[src/rtl/int_arbiter.sv]
// int_arbiter: latches peripheral interrupt edges, picks one fixed-priority winner and
// presents it to the CLINT over req/ack. Optional machine timer under INT_ARB_TIMER_EN.

module int_arbiter_lane (
  input  logic clk,
  input  logic rst,
  input  logic i_irq,
  input  logic i_clr,
  output logic o_pend
);
  logic r_hist;

  always_ff @(posedge clk or negedge rst) begin
    if (!rst) begin
      r_hist <= 1'b0;
      o_pend <= 1'b0;
    end else begin
      r_hist <= i_irq;
      // a fresh edge beats an ack clear landing in the same cycle
      o_pend <= (i_irq & ~r_hist) | (o_pend & ~i_clr);
    end
  end
endmodule

module int_arbiter #(
  parameter int NUM_SRC    = 4,
  parameter int CAUSE_BASE = 16
) (
  input  logic               clk,
  input  logic               rst,
  input  logic [NUM_SRC-1:0] irq_i,
  input  logic [NUM_SRC-1:0] irq_en_i,
  input  logic [63:0]        csr_mstatus_i,
  input  logic               clint_busy_i,
  input  logic               int_ack_i,
  output logic               int_req_o,
  output logic [4:0]         int_id_o,
  output logic [63:0]        int_cause_o,
  output logic [NUM_SRC-1:0] pending_o,
  input  logic               cmp_we_i,
  input  logic [63:0]        cmp_wdata_i,
  output logic [63:0]        mtime_o
);
  localparam logic [4:0] TIMER_ID   = 5'd31;
  localparam logic [4:0] TIMER_CODE = 5'd7;

  typedef enum logic [2:0] {
    S_IDLE  = 3'b001,
    S_REQ   = 3'b010,
    S_DRAIN = 3'b100
  } state_t;

  typedef struct packed {
    logic       any;
    logic [4:0] id;
    logic [4:0] code;
  } win_t;

  state_t             r_state;
  win_t               w_win;
  logic               w_mie;
  logic               w_ack;
  logic               w_tmr;
  logic               w_win_en;
  logic [NUM_SRC-1:0] w_pend;
  logic [NUM_SRC-1:0] w_clr;
  logic [NUM_SRC-1:0] w_elig;

  assign w_mie     = csr_mstatus_i[3];
  assign w_ack     = int_ack_i && (r_state == S_REQ);
  assign w_elig    = w_pend & irq_en_i;
  assign pending_o = w_pend;

  for (genvar k = 0; k < NUM_SRC; k++) begin : g_lane
    assign w_clr[k] = w_ack && (int_id_o == 5'(k));
    int_arbiter_lane u_lane (
      .clk    (clk),
      .rst    (rst),
      .i_irq  (irq_i[k]),
      .i_clr  (w_clr[k]),
      .o_pend (w_pend[k])
    );
  end

`ifdef INT_ARB_TIMER_EN
  logic [63:0] r_mtime;
  logic [63:0] r_mtimecmp;
  logic        w_unused;

  always_ff @(posedge clk or negedge rst) begin
    if (!rst) begin
      r_mtime    <= '0;
      r_mtimecmp <= '1;
    end else begin
      r_mtime <= r_mtime + 64'd1;
      if (cmp_we_i) r_mtimecmp <= cmp_wdata_i;
    end
  end

  // level-sensitive: stays up until software moves mtimecmp past mtime
  assign w_tmr    = (r_mtime >= r_mtimecmp);
  assign mtime_o  = r_mtime;
  assign w_unused = ^{csr_mstatus_i[63:4], csr_mstatus_i[2:0]};
`else
  logic w_unused;

  assign w_tmr    = 1'b0;
  assign mtime_o  = '0;
  assign w_unused = ^{csr_mstatus_i[63:4], csr_mstatus_i[2:0], cmp_we_i, cmp_wdata_i};
`endif

  // descending scan so the lowest index overwrites; timer overrides everything
  always_comb begin
    w_win = '0;
    for (int k = NUM_SRC - 1; k >= 0; k--) begin
      if (w_elig[k]) begin
        w_win.any  = 1'b1;
        w_win.id   = 5'(k);
        w_win.code = 5'(CAUSE_BASE + k);
      end
    end
    if (w_tmr) begin
      w_win.any  = 1'b1;
      w_win.id   = TIMER_ID;
      w_win.code = TIMER_CODE;
    end
  end

  always_comb begin
    w_win_en = (int_id_o == TIMER_ID);
    for (int k = 0; k < NUM_SRC; k++)
      if (int_id_o == 5'(k)) w_win_en = irq_en_i[k];
  end

  always_ff @(posedge clk or negedge rst) begin
    if (!rst) begin
      r_state     <= S_IDLE;
      int_req_o   <= 1'b0;
      int_id_o    <= '0;
      int_cause_o <= '0;
    end else begin
      unique case (r_state)
        S_IDLE: begin
          if (w_mie && !clint_busy_i && w_win.any) begin
            r_state     <= S_REQ;
            int_req_o   <= 1'b1;
            int_id_o    <= w_win.id;
            int_cause_o <= {1'b1, 58'b0, w_win.code};
          end
        end
        S_REQ: begin
          if (int_ack_i) begin
            r_state   <= S_DRAIN;
            int_req_o <= 1'b0;
          end else if (!w_mie || !w_win_en) begin
            r_state   <= S_IDLE;
            int_req_o <= 1'b0;
          end
        end
        S_DRAIN: begin
          if (!clint_busy_i) r_state <= S_IDLE;
        end
        default: begin
          r_state   <= S_IDLE;
          int_req_o <= 1'b0;
        end
      endcase
    end
  end
endmodule

[config.mk]
export PLATFORM = sky130hd
export DESIGN_NAME = int_arbiter
export DESIGN_NICKNAME = d
export VERILOG_FILES = /design/src/rtl/int_arbiter.sv
export SDC_FILE = /design/constraint.sdc
export NUM_CORES = 1
export LEC_CHECK = 0
export ABC_AREA = 1
export CELL_PAD_IN_SITES_DETAIL_PLACEMENT = 1
export CELL_PAD_IN_SITES_GLOBAL_PLACEMENT = 2
export CORE_MARGIN = 5
export CORE_UTILIZATION = 10
export DETAILED_ROUTE_END_ITERATION = 6
export GPL_ROUTABILITY_DRIVEN = 0
export PLACE_DENSITY_LB_ADDON = 0.1
export SLEW_MARGIN = 20
export SYNTH_ARGS = -nofsm -noshare
export SYNTH_HDL_FRONTEND = slang
export SYNTH_SLANG_ARGS = --single-unit
[constraint.sdc]
create_clock -name clk -period 4.2 [get_ports clk]
set_clock_uncertainty 0.1 [all_clocks]
set_input_delay 0.63 -clock clk [delete_from_list [all_inputs] [get_ports clk]]
set_output_delay 0.63 -clock clk [all_outputs]
set_load 0.005 [all_outputs]
Word level (Yosys, flattened, before mapping)
Index checks and enable logic that the tools add are counted.
- mux-type cells: 17
- eq/ne operators: 10
- reductions and logical operators: 15
- bitwise logic cells: 22
- operator list (cell ; count):
    11-bit two-way mux ; 4
    3-bit two-way mux ; 4
    5-bit by 2-bit equality test with 1-bit output (second input constant) ; 2
    1-bit inverter ; 9
    3-bit case mux with 3 select lines ; 1
    1-bit bitwise AND ; 8
    1-bit logical AND ; 7
    1-bit two-way mux ; 7
    3-bit AND reduction ; 2
    5-bit by 1-bit equality test with 1-bit output (second input constant) ; 1
    5-bit equality test (second input constant) ; 1
    5-bit zero test ; 1
    4-bit bitwise AND ; 1
    2-bit != test (second input constant) ; 2
    1-bit OR ; 4
    3-bit by 1-bit equality test with 1-bit output (second input constant) ; 1
    3-bit by 2-bit equality test with 1-bit output (second input constant) ; 1
    3-bit equality test (second input constant) ; 1
    1-bit zero test ; 3
    3-bit by 2-bit != test with 1-bit output (second input constant) ; 1
    1-bit case mux with 3 select lines ; 1
    2-bit AND reduction ; 1
    1-bit logical OR ; 1
- logic and storage cells: 76
- bits in registers: 23
- bits of input ports: 141

Logic depth before layout (Yosys ltp)
- depth after elaboration: 10
- depth in mapped cells: 8

Cells and area by module
Synthesis repeated with hierarchy kept, for this count alone.
- cells, all modules: 222
- area total of the unflattened synthesis: 1717.9 um2
- by module, submodules not included (module ; instances ; area an instance (um2) ; seq. area each (um2) ; cells an instance):
    int_arbiter ; 1 ; 1442.6 ; 201.4 ; 194
    int_arbiter_lane ; 4 ; 68.8 ; 50.0 ; 7

Worst setup path before layout
Ideal clock, no wire load.
- kind: input-to-reg
- from: input port csr_mstatus_i[3]
- to: register int_id_o[0]
- library setup time: 0.123 ns
- path slack: 2.672 ns
- cell stages on the path: 7
- arrival: 1.305 ns
- path through: inv_1 > nor2_1 > o21ai_0 > or2_1 > buf_6 > nand2_1 > o21ai_2
- cells in the longest elaborated chain, start to end: 3
- ends and longest elaborated chain (what ; RTL line ; source):
    start: declaration ; 33 ; input logic [63:0] csr_mstatus_i,
    1-bit logical AND (2 in series) ; 144 ; if (w_mie && !clint_busy_i && w_win.any) begin
    2-bit AND reduction (no line) ; - ;
    end signal: assignment ; 147 ; int_id_o <= w_win.id;
    end: declaration ; 37 ; output logic [4:0] int_id_o,
No other way between the ends.
A chain may end at the register's enable or synchronous reset.

==> impl_metrics.json <==
{
  "status": "finished, final reports clean",
  "synthesis.instances": 219,
  "ir_drop_v": 0.0000988,
  "slew_headroom": 0.456,
  "ant_nets": 0,
  "setup_viol": 0,
  "dp.cells": 459,
  "powerDensity_mw_per_mm2": 343,
  "area_growth_pct": 3.25,
  "cts.sinks": 16,
  "whs_ps": 316,
  "grt_pass1_wl_mm": 5.41,
  "synth-seq-cells": 16,
  "avgSynthCellArea_um2": 7.92,
  "die_h_um": 142,
  "fin_crit_sh": 0.489,
  "clkLatencyLatePin_ps": 250,
  "drv_slew": 0,
  "pre_cts_ws_ps": 1920,
  "cp-end-kind": "primary output",
  "rsz0062_at_grt": "false",
  "cp_top_family": "buffers and inverters",
  "start_util": 0.101,
  "die_x_um": 142,
  "synthTopCellsByCount": "buf_4 (133), nand2_1 (23), inv_1 (16)",
  "cp_cell_sequence": "clkdlybuf4s50_1",
  "num-fill-cells": 2125,
  "final_cells": 464,
  "via_per_inst": 2.15,
  "antenna_found_initial": 0,
  "remaining_drc_errors": 0,
  "ys_seq_area_frac": 0.232,
  "clock_path_buffers": 2,
  "worst_pin_slew_ps": 814,
  "cp-start-kind": "flip-flop",
  "io_buffers": 23,
  "final_cell_area_mm2": 0.00179,
  "yosys.cell_types.count": 20,
  "fp-row-count": 48,
  "design.die.area_mm2": 0.0201,
  "hold_violations": 0,
  "wl_mm": 3.92,
  "place_area_mm2": 0.00171,
  "arrival_ps": 1330,
  "hp-class": "flip-flop to flip-flop",
  "synth_area_mm2": 0.00173,
  "cts_tree": "done",
  "yosys_warnings": 0,
  "num_vias": 999,
  "drt_iter0_markers": 26,
  "grt_use_total": 0.0345,
  "synth-edff-count": 0,
  "critical_path_class": "flip-flop to primary output",
  "firstDrtPassIters": 3,
  "async_reset_ff_frac": 1.00,
  "grt_pass1_vias": 967,
  "path_max_fanout": 8,
  "io_pins": 279,
  "tns_ps": 0,
  "yosysMostFrequentCell": "buf_4",
  "max_cap_violations": 0,
  "hpwl_mm": 3.42,
  "wl_per_cell_um": 8.44,
  "finalNetCount": 380,
  "clk_pin_slew_ps": 60,
  "synth_top_area_share": 0.576,
  "clockRootBuffer": "clkbuf_16",
  "synth_top_area_cell": "buf_4",
  "h-tree-depth": 1,
  "core_area_mm2": 0.0172,
  "crit_buf_inv": 1,
  "power.leakage_nw": 0.929,
  "grt_overflow": 0,
  "ys.flop_type": "dfrtp_1",
  "synth_area_leaders": "buf_4 (58%), dfrtp_1 (22%), nand2_1 (5.0%), inv_1 (3.5%), o21ai_0 (1.7%)",
  "min_period_ps": 2060,
  "cts_resized": 0,
  "drive_above_1_share": 0.0336,
  "grt_start_max_net_pins": 17,
  "crit_path_max_incr_delay_ps": 570,
  "setup_ws_ps": 2140,
  "cts_buffers": 3,
  "post-cts-setup-buffers": 0,
  "slowest_stage": "clkdlybuf4s50_1",
  "cp.required_ps": 3470,
  "max_freq_ghz": 0.486,
  "hold_buffers": 0
}
cell type report:
type	instances	area [um^2]	share of cell area
multi-input combinational	178	732	0.409
sequential	16	402	0.224
tap	225	282	0.157
timing repair buffer	23	230	0.129
clock buffer	4	78.8	0.0440
inverter	17	63.8	0.0356
antenna	1	2.50	0.00140
per-stage QoR:
step | total power, mW | util
2_1_floorplan | 0.422 | -
3_3_place_gp | 0.426 | 0.0995
3_5_place_dp | 0.422 | 0.0995
4_1_cts | 0.630 | 0.104
5_1_grt | 0.670 | 0.104
6_report | 0.615 | 0.104
worst reg2reg max path, delay by kind of cell (launching register included):
| kind | cells | cell delay, ps |
|---|---|---|
| AND/OR/NAND/NOR | 3 | 680 |
| buffers and inverters | 2 | 130 |
| flip-flops | 1 | 530 |
| AO/OA/AOI/OAI | 1 | 50 |
cells by family after synthesis:
| logic type | after synthesis | share of synthesized area |
|---|---|---|
| flops | 16 | 0.232 |
| buf+inv | 151 | 0.619 |
| other cells | 1 | 0.00216 |
| simple gates | 39 | 0.104 |
| compound gates | 12 | 0.0433 |
where the power goes:
group,internal (mW),switching (mW),total (mW)
Combinational,0.0842,0.115,0.199
Sequential,0.182,0.0338,0.216
Clock,0.129,0.0698,0.199
Total,0.396,0.219,0.615
state kept, by name, indices dropped and copies added (netlist names):
signal and count:
g_lane.u_lane.o_pend 4, g_lane.u_lane.r_hist 4, int_cause_o 3, int_id_o 1, int_req_o 1, r_state 3
cell usage in the layout, fill, tap and decap left out:
cell type,instances
nand4_1,2
conb_1,127
nor3_1,2
or2_1,1
dfrtp_1,15
o21ai_0,6
nand3b_1,2
clkdlybuf4s50_1,23
a21oi_2,1
clkbuf_1,1
nand3_1,3
nor3_4,1
o31ai_1,3
inv_2,1
a21oi_1,1
o21ai_2,1
inv_1,16
clkbuf_16,3
diode_2,1
nor2_1,5
nand2_1,23
dfstp_2,1
layer usage:
| layer | GRT usage | wire length (um) |
|---|---|---|
| met5 | 0 | 0 |
| met3 | 0.00910 | 589 |
| met2 | 0.0537 | 1670 |
| met1 | 0.0455 | 1590 |
| met4 | 0.0136 | 67 |
path summary, 6_finish.rpt:
check	from	end	slack, ps	cells past startpoint
hold reg to reg	g_lane[2].u_lane.r_hist	g_lane[2].u_lane.o_pend	320	1
setup reg to reg	r_state[0]	int_id_o[0]	2600	6
min in group asynchronous	rst	int_id_o[0]	750	1
hold / removal	g_lane[2].u_lane.r_hist	g_lane[2].u_lane.o_pend	320	1
setup / recovery	int_id_o[0]	int_cause_o[0]	2140	1
max in group asynchronous	rst	r_state[2]	2750	1
No activity file was read; power rests on OpenSTA's default activity.
